## src/rtl/kernel_lut_server_if.sv

```systemverilog
// rtl/kernel_lut_server_if.sv - coefficient load stream, swap strobe and LUT read ports
interface kernel_lut_server_if #(
   parameter int KERNEL_WIDTH      = 71,
   parameter int KERNEL_DATA_WIDTH = 8
);
   localparam int AW = $clog2(KERNEL_WIDTH);

   logic signed [KERNEL_DATA_WIDTH-1:0] axis_kernel_tdata;
   logic                                axis_kernel_tvalid;
   logic                                axis_kernel_tready;
   logic                                axis_kernel_tlast;
   logic                                swap_enable;
   logic [AW-1:0]                       ero_kernel_lut_address;
   logic signed [KERNEL_DATA_WIDTH-1:0] ero_kernel_lut_data;
   logic [AW-1:0]                       dila_kernel_lut_address;
   logic signed [KERNEL_DATA_WIDTH-1:0] dila_kernel_lut_data;

   // Filter stage / coefficient loader side
   modport master (
      output axis_kernel_tdata, axis_kernel_tvalid, axis_kernel_tlast, swap_enable,
             ero_kernel_lut_address, dila_kernel_lut_address,
      input  axis_kernel_tready, ero_kernel_lut_data, dila_kernel_lut_data
   );

   // LUT server side
   modport slave (
      input  axis_kernel_tdata, axis_kernel_tvalid, axis_kernel_tlast, swap_enable,
             ero_kernel_lut_address, dila_kernel_lut_address,
      output axis_kernel_tready, ero_kernel_lut_data, dila_kernel_lut_data
   );
endinterface

```

## src/rtl/kernel_lut_server.sv

```systemverilog
// rtl/kernel_lut_server.sv - double-banked erosion/dilation kernel LUT with safe-point swap (optional KERNEL_LUT_CHECKSUM_EN)
module kernel_lut_server #(
   parameter int KERNEL_WIDTH      = 71,
   parameter int KERNEL_DATA_WIDTH = 8
) (
   input  logic               clk,
   input  logic               areset_n,
   kernel_lut_server_if.slave lut_if,
   output logic               active_bank,
   output logic               load_busy,
   output logic               swap_pending,
   output logic               load_error
`ifdef KERNEL_LUT_CHECKSUM_EN
   ,
   output logic signed [KERNEL_DATA_WIDTH+$clog2(2*KERNEL_WIDTH):0] active_checksum
`endif
);
   localparam int AW = $clog2(KERNEL_WIDTH);
   localparam int IW = $clog2(2*KERNEL_WIDTH);
   localparam int DW = KERNEL_DATA_WIDTH;
   localparam logic [IW-1:0] LAST_BEAT = IW'(2*KERNEL_WIDTH-1);
   localparam logic [IW-1:0] KW_BEAT   = IW'(KERNEL_WIDTH);

   localparam logic [1:0] ST_LOAD  = 2'd0;
   localparam logic [1:0] ST_DRAIN = 2'd1;
   localparam logic [1:0] ST_PEND  = 2'd2;

   logic [1:0]           state_q, state_d;
   logic [IW-1:0]        idx_q, idx_d;
   logic                 bank_q, bank_d;
   logic                 err_q, err_d;
   // [bank][0 = erosion, 1 = dilation][entry]
   logic signed [DW-1:0] lut_q [2][2][KERNEL_WIDTH];
   logic signed [DW-1:0] ero_q, dila_q;
   logic                 hs, wr_en, wr_dila;
   logic [AW-1:0]        wr_addr;

   assign lut_if.axis_kernel_tready = (state_q != ST_PEND);
   assign hs      = lut_if.axis_kernel_tvalid & lut_if.axis_kernel_tready;
   assign wr_en   = hs & (state_q == ST_LOAD);
   assign wr_dila = (idx_q >= KW_BEAT);
   assign wr_addr = wr_dila ? AW'(idx_q - KW_BEAT) : AW'(idx_q);

   // Load framing and bank-swap sequencing
   always_comb begin
      state_d = state_q;
      idx_d   = idx_q;
      bank_d  = bank_q;
      err_d   = err_q;
      case (state_q)
         ST_LOAD: begin
            if (hs) begin
               if (idx_q == LAST_BEAT) begin
                  idx_d = '0;
                  if (lut_if.axis_kernel_tlast) begin
                     err_d   = 1'b0;
                     state_d = ST_PEND;
                  end else begin
                     err_d   = 1'b1;
                     state_d = ST_DRAIN;
                  end
               end else if (lut_if.axis_kernel_tlast) begin
                  err_d = 1'b1;
                  idx_d = '0;
               end else begin
                  idx_d = idx_q + 1'b1;
               end
            end
         end
         ST_DRAIN: begin
            if (hs && lut_if.axis_kernel_tlast) state_d = ST_LOAD;
         end
         ST_PEND: begin
            if (lut_if.swap_enable) begin
               bank_d  = ~bank_q;
               state_d = ST_LOAD;
            end
         end
         default: state_d = ST_LOAD;
      endcase
   end

   // Control state registers
   always_ff @(posedge clk or negedge areset_n) begin
      if (!areset_n) begin
         state_q <= ST_LOAD;
         idx_q   <= '0;
         bank_q  <= 1'b0;
         err_q   <= 1'b0;
      end else begin
         state_q <= state_d;
         idx_q   <= idx_d;
         bank_q  <= bank_d;
         err_q   <= err_d;
      end
   end

   // Coefficient banks; loads only ever land in the shadow bank
   always_ff @(posedge clk or negedge areset_n) begin
      if (!areset_n) begin
         for (int b = 0; b < 2; b++)
            for (int l = 0; l < 2; l++)
               for (int e = 0; e < KERNEL_WIDTH; e++)
                  lut_q[b][l][e] <= '0;
      end else if (wr_en) begin
         lut_q[~bank_q][wr_dila][wr_addr] <= lut_if.axis_kernel_tdata;
      end
   end

   // Registered reads from the active bank; out-of-range addresses read as zero
   always_ff @(posedge clk or negedge areset_n) begin
      if (!areset_n) begin
         ero_q  <= '0;
         dila_q <= '0;
      end else begin
         ero_q  <= (int'(lut_if.ero_kernel_lut_address) < KERNEL_WIDTH)
                   ? lut_q[bank_q][0][lut_if.ero_kernel_lut_address] : '0;
         dila_q <= (int'(lut_if.dila_kernel_lut_address) < KERNEL_WIDTH)
                   ? lut_q[bank_q][1][lut_if.dila_kernel_lut_address] : '0;
      end
   end

   assign lut_if.ero_kernel_lut_data  = ero_q;
   assign lut_if.dila_kernel_lut_data = dila_q;
   assign active_bank  = bank_q;
   assign swap_pending = (state_q == ST_PEND);
   assign load_error   = err_q;
   assign load_busy    = (state_q != ST_LOAD) | (idx_q != '0);

`ifdef KERNEL_LUT_CHECKSUM_EN
   localparam int CW = DW + IW + 1;

   logic signed [CW-1:0] sum_q, sum_d, csum_q, csum_d;
   logic signed [CW-1:0] beat_ext;
   logic                 beat_ok;

   assign beat_ext = {{(CW-DW){lut_if.axis_kernel_tdata[DW-1]}}, lut_if.axis_kernel_tdata};
   // A beat keeps the set alive only when tlast coincides exactly with the final beat index
   assign beat_ok  = (lut_if.axis_kernel_tlast == (idx_q == LAST_BEAT));

   // Running sum of the shadow set, published when the banks swap
   always_comb begin
      sum_d  = sum_q;
      csum_d = csum_q;
      if (wr_en) begin
         sum_d = beat_ok ? sum_q + beat_ext : '0;
      end else if (state_q == ST_PEND && lut_if.swap_enable) begin
         csum_d = sum_q;
         sum_d  = '0;
      end
   end

   // Checksum registers
   always_ff @(posedge clk or negedge areset_n) begin
      if (!areset_n) begin
         sum_q  <= '0;
         csum_q <= '0;
      end else begin
         sum_q  <= sum_d;
         csum_q <= csum_d;
      end
   end

   assign active_checksum = csum_q;
`endif
endmodule

```

## src/flat_wrapper.sv

```systemverilog
// flat-port wrapper written by rule: the top's interface ports become plain ports
module kernel_lut_server_flat 
#(
   parameter int KERNEL_WIDTH      = 71,
   parameter int KERNEL_DATA_WIDTH = 8
)
  (clk, areset_n, active_bank, load_busy, swap_pending, load_error, lut_if_axis_kernel_tdata, lut_if_axis_kernel_tvalid, lut_if_axis_kernel_tlast, lut_if_swap_enable, lut_if_ero_kernel_lut_address, lut_if_dila_kernel_lut_address, lut_if_axis_kernel_tready, lut_if_ero_kernel_lut_data, lut_if_dila_kernel_lut_data);
  kernel_lut_server_if #(.KERNEL_WIDTH(KERNEL_WIDTH), .KERNEL_DATA_WIDTH(KERNEL_DATA_WIDTH)) lut_if_i ();
  input  logic clk;
  input  logic areset_n;
  output logic active_bank;
  output logic load_busy;
  output logic swap_pending;
  output logic load_error;
  input wire logic [$bits(lut_if_i.axis_kernel_tdata)-1:0] lut_if_axis_kernel_tdata;
  input wire logic [$bits(lut_if_i.axis_kernel_tvalid)-1:0] lut_if_axis_kernel_tvalid;
  input wire logic [$bits(lut_if_i.axis_kernel_tlast)-1:0] lut_if_axis_kernel_tlast;
  input wire logic [$bits(lut_if_i.swap_enable)-1:0] lut_if_swap_enable;
  input wire logic [$bits(lut_if_i.ero_kernel_lut_address)-1:0] lut_if_ero_kernel_lut_address;
  input wire logic [$bits(lut_if_i.dila_kernel_lut_address)-1:0] lut_if_dila_kernel_lut_address;
  output wire logic [$bits(lut_if_i.axis_kernel_tready)-1:0] lut_if_axis_kernel_tready;
  output wire logic [$bits(lut_if_i.ero_kernel_lut_data)-1:0] lut_if_ero_kernel_lut_data;
  output wire logic [$bits(lut_if_i.dila_kernel_lut_data)-1:0] lut_if_dila_kernel_lut_data;
  assign lut_if_i.axis_kernel_tdata = lut_if_axis_kernel_tdata;
  assign lut_if_i.axis_kernel_tvalid = lut_if_axis_kernel_tvalid;
  assign lut_if_i.axis_kernel_tlast = lut_if_axis_kernel_tlast;
  assign lut_if_i.swap_enable = lut_if_swap_enable;
  assign lut_if_i.ero_kernel_lut_address = lut_if_ero_kernel_lut_address;
  assign lut_if_i.dila_kernel_lut_address = lut_if_dila_kernel_lut_address;
  assign lut_if_axis_kernel_tready = lut_if_i.axis_kernel_tready;
  assign lut_if_ero_kernel_lut_data = lut_if_i.ero_kernel_lut_data;
  assign lut_if_dila_kernel_lut_data = lut_if_i.dila_kernel_lut_data;
  kernel_lut_server #(.KERNEL_WIDTH(KERNEL_WIDTH), .KERNEL_DATA_WIDTH(KERNEL_DATA_WIDTH)) u_core (.clk(clk), .areset_n(areset_n), .lut_if(lut_if_i), .active_bank(active_bank), .load_busy(load_busy), .swap_pending(swap_pending), .load_error(load_error));
endmodule
```

## config.mk

```make
export PLATFORM = sky130hd
export DESIGN_NAME = kernel_lut_server_flat
export DESIGN_NICKNAME = d
export VERILOG_FILES = /design/src/rtl/kernel_lut_server_if.sv /design/src/rtl/kernel_lut_server.sv /design/src/flat_wrapper.sv
export SDC_FILE = /design/constraint.sdc
export NUM_CORES = 2
export LEC_CHECK = 0
export CAP_MARGIN = 0
export CORE_MARGIN = 3
export CORE_UTILIZATION = 24
export DETAILED_ROUTE_END_ITERATION = 16
export GPL_TIMING_DRIVEN = 0
export PLACE_DENSITY = 0.36
export SYNTH_ARGS = -nofsm -noshare
export SYNTH_HDL_FRONTEND = slang
export SYNTH_SLANG_ARGS = --single-unit
export TNS_END_PERCENT = 1
```

## constraint.sdc

```tcl
create_clock -name clk -period 8.9 [get_ports clk]
set_input_delay 1.78 -clock clk [delete_from_list [all_inputs] [get_ports clk]]
set_output_delay 1.78 -clock clk [all_outputs]
set_load 0.005 [all_outputs]
```

==> impl_metrics.env <==
export IMPL_slew_violations=22
export IMPL_synthAdderAreaFrac=0.000354
export IMPL_skew_ns=0.0568
export IMPL_final_net_count=7213
export IMPL_leakagePower_nw=57.9
export IMPL_cts_sinks=2300
export IMPL_via_per_inst=5.04
export IMPL_dpl_hpwl_mm=374
export IMPL_hold_end="u_core.state_q[1]$_DFFE_PN0P_"
export IMPL_use_met3=0.0379
export IMPL_ys_flop_type="dfrtp_1"
export IMPL_drc=0
export IMPL_numCtsBuffers=287
export IMPL_cts_resized=0
export IMPL_ff2ff_path_depth=10
export IMPL_finalCritPeriodShare=0.834
export IMPL_critPathMaxFanout=10
export IMPL_clk_pin_slew_ns=0.05
export IMPL_violations="capacitance limit, slew limit"
export IMPL_slowest_stage="clkbuf_1"
export IMPL_final_core_util=0.285
export IMPL_tightestPinTransition_ns=1.55
export IMPL_design_area_mm2=0.125
export IMPL_clk_latency_ns=0.97
export IMPL_cap_violations=2
export IMPL_synth_simple_area_share=0.0326
export IMPL_fp_dieW_um=671
export IMPL_post_synth_top_area_fraction=0.543
export IMPL_setup_viol=0
export IMPL_holdWs_ns=0.460
export IMPL_yosys_warnings=0
export IMPL_synth_edf_count=0
export IMPL_synth_top_cells_by_count="dfrtp_1, mux2_2, mux4_2"
export IMPL_slowest_delay_ns=1.12
export IMPL_p_per_area_mw_per_mm2=194
export IMPL_pin_count=48
export IMPL_async_flop_share=1.00
export IMPL_synthXorXnorAreaFrac=0.000248
export IMPL_finalHoldViolCount=0
export IMPL_rsz0062_at_grt="false"
export IMPL_cts_max_path_buffers=4
export IMPL_yosysSeqAreaShare=0.543
export IMPL_crit_path_start_kind="input pin"
export IMPL_crit_type="input pin to flip-flop"
export IMPL_total_power_w=0.0243
export IMPL_ff2ff_setup_slack_ns=2.82
export IMPL_r2r_end="u_core.lut_if.ero_kernel_lut_data[2]$_DFF_PN0_"
export IMPL_antenna_found_initial=64
export IMPL_grt_pass1_vias=70224
export IMPL_drt_initial_drc_count=5525
export IMPL_fmax_mhz=135
export IMPL_use_met1=0.307
export IMPL_drt_first_pass_iters=8
export IMPL_overflow=0
export IMPL_coreArea_mm2=0.439
export IMPL_ant_nets=0
export IMPL_min_delay_path_class="flip-flop to flip-flop"
export IMPL_finalCriticalPeriod_ns=7.42
export IMPL_yosys_top_cells_area="dfrtp_1, mux2_2, mux4_2"
export IMPL_cts_hold_buf=0
export IMPL_holdPathStages=1
export IMPL_peakVddDrop_mv=0.150
export IMPL_syn_cell_area_mm2=0.106
export IMPL_syn_inst=6794
export IMPL_cts_tree="built"
export IMPL_reg2reg_from="u_core.active_bank$_DFFE_PN0P_"
export IMPL_placementRows=243
export IMPL_path_cells="clkdlybuf4s50_1 > clkbuf_1 > nor2b_1 > clkbuf_1 > buf_1 > a22oi_1 > o211ai_1 > a31oi_1 > a221oi_1"
export IMPL_htreeDepth=5
export IMPL_required_ns=9.64
export IMPL_end_kind="flip-flop"
export IMPL_hold_start="u_core.state_q[0]$_DFFE_PN0P_"
export IMPL_dpl_cell_area_mm2=0.115
export IMPL_wirelength_mm=528
export IMPL_grt_max_degree=166
export IMPL_yosysMostFrequentCell="dfrtp_1"
export IMPL_track_usage=0.231
export IMPL_cp_common_cell="clkbuf_1"
export IMPL_cp_arrival_ns=8.16
export IMPL_area_delta_synth_final_pct=17.8
export IMPL_cts_setup_buffers=0
export IMPL_yosysUniqueCellTypes=80
export IMPL_cts_root_buffer_cell="clkbuf_16"
export IMPL_drive_above_1_share=0.512
export IMPL_grt_pass1_wl_mm=699
export IMPL_die_area_mm2=0.450
export IMPL_initial_core_util=0.242
export IMPL_vias=67106
export IMPL_chipHeight_um=671
export IMPL_relSlewSlack=-0.0348
export IMPL_synth_top_family_by_area="multiplexers"
export IMPL_port_buffers=31
export IMPL_globalplace_congestion=0.900
export IMPL_synth_compound_area_frac=0.0234
export IMPL_syn_mean_instance_area_um2=15.6
export IMPL_syn_num_nets=6824
export IMPL_synthMuxAreaShare=0.378
export IMPL_grt_busiest_layer="met2"
export IMPL_wl_per_cell_um=39.7
export IMPL_grtUsageMet2=0.370
export IMPL_synth_area_leader_cell="dfrtp_1"
export IMPL_status="complete, but fails checks"
export IMPL_ys_seq_elements=2300
export IMPL_fin_setup_tns_ns=0
## cell families after synthesis
group	Yosys count
muxes	3039
DFF	2300
and+or+nand+nor	574
buffers and inverters	517
AOI/OAI and AO/OA	358
xor gates and xnor gates	3
adders and majority gates	3
## registers in the layout, summed over array words and instances, names as in the netlist
register	cells
u_core.idx_q	8
u_core.state_q	2
u_core.lut_if.ero_kernel_lut_data	8
u_core.load_error	1
u_core.lut_q	2272
u_core.active_bank	1
u_core.lut_if.dila_kernel_lut_data	8
## area by class of cell
type / instances / area [um2]
plain buffers: 507 / 2520
clock inverters: 69 / 684
inverters: 10 / 37.5
fillers: 44404 / 314000
clock buffers: 443 / 8760
well taps: 5880 / 7360
repair buffers: 100 / 1840
flip-flops and latches: 2300 / 57600
multi-input cells: 3977 / 46100
diodes: 32 / 80.1
## worst max-delay path, delay by kind of cell
kind | cells | cell delay [ns]
buffers and inverters | 4 | 3.69
AOI/OAI and AO/OA | 4 | 1.88
and+or+nand+nor | 1 | 0.77
## per-stage QoR
stage	cells	worst slack, ns
finish	13318	1.48
global route	13287	1.90
CTS	13284	1.78
detailed placement	12772	0.780
global placement	12705	-104.04
floorplan	6794	4.96
## routing by layer
metal,vias up,part of all wire
li1,26350,-
met1,37935,0.44
met2,2113,0.46
met3,700,0.049
met4,8,0.050
met5,-,0.00010
## worst max path at each step
| stage | start | end | slack [ns] | cells past startpoint |
|---|---|---|---|---|
| 2_1_floorplan | lut_if_dila_kernel_lut_address[0] | u_core.lut_if.dila_kernel_lut_data[2]$_DFF_PN0_ | 4.96 | 9 |
| 3_3_place_gp | areset_n | u_core.lut_q[1924]$_DFFE_PN0P_ | -104.04 | 1 |
| 3_5_place_dp | lut_if_dila_kernel_lut_address[2] | u_core.lut_if.dila_kernel_lut_data[0]$_DFF_PN0_ | 0.78 | 9 |
| 4_1_cts | lut_if_dila_kernel_lut_address[2] | u_core.lut_if.dila_kernel_lut_data[0]$_DFF_PN0_ | 1.78 | 9 |
| 5_1_grt | lut_if_dila_kernel_lut_address[2] | u_core.lut_if.dila_kernel_lut_data[0]$_DFF_PN0_ | 1.90 | 9 |
| 6_report | lut_if_dila_kernel_lut_address[2] | u_core.lut_if.dila_kernel_lut_data[0]$_DFF_PN0_ | 1.48 | 9 |
## power breakdown
part / switching, W / internal, W
Sequential: 0.0000971 / 0.0106
Combinational: 0.00118 / 0.000342
Clock: 0.00496 / 0.00704
## layout by cell type (no fill, tap or decap), drive strengths merged, types with 5 or more instances in the layout
cell           instances
o211ai                 5
diode                 32
buf                  241
nor2b                 18
o31ai                  8
a2111oi                6
clkdlybuf4s50         30
o21ai                 66
nor3                  37
a31oi                 15
o221ai                42
a221oi                 7
a22o                  13
mux2                2286
or2                    5
bufinv                 9
and3                  13
a21oi                 57
clkbuf               779
a311oi                 7
mux2i                212
nand2                292
o22ai                 31
nor4                   5
a21o                   5
dfrtp               2300
nand2b                11
a22oi                 43
nand3                 31
or3                    8
clkinv                49
nor2                 139
a211oi                33
inv                   20
and2                   6
mux4                 541
Power figures use the tool's default switching activity.
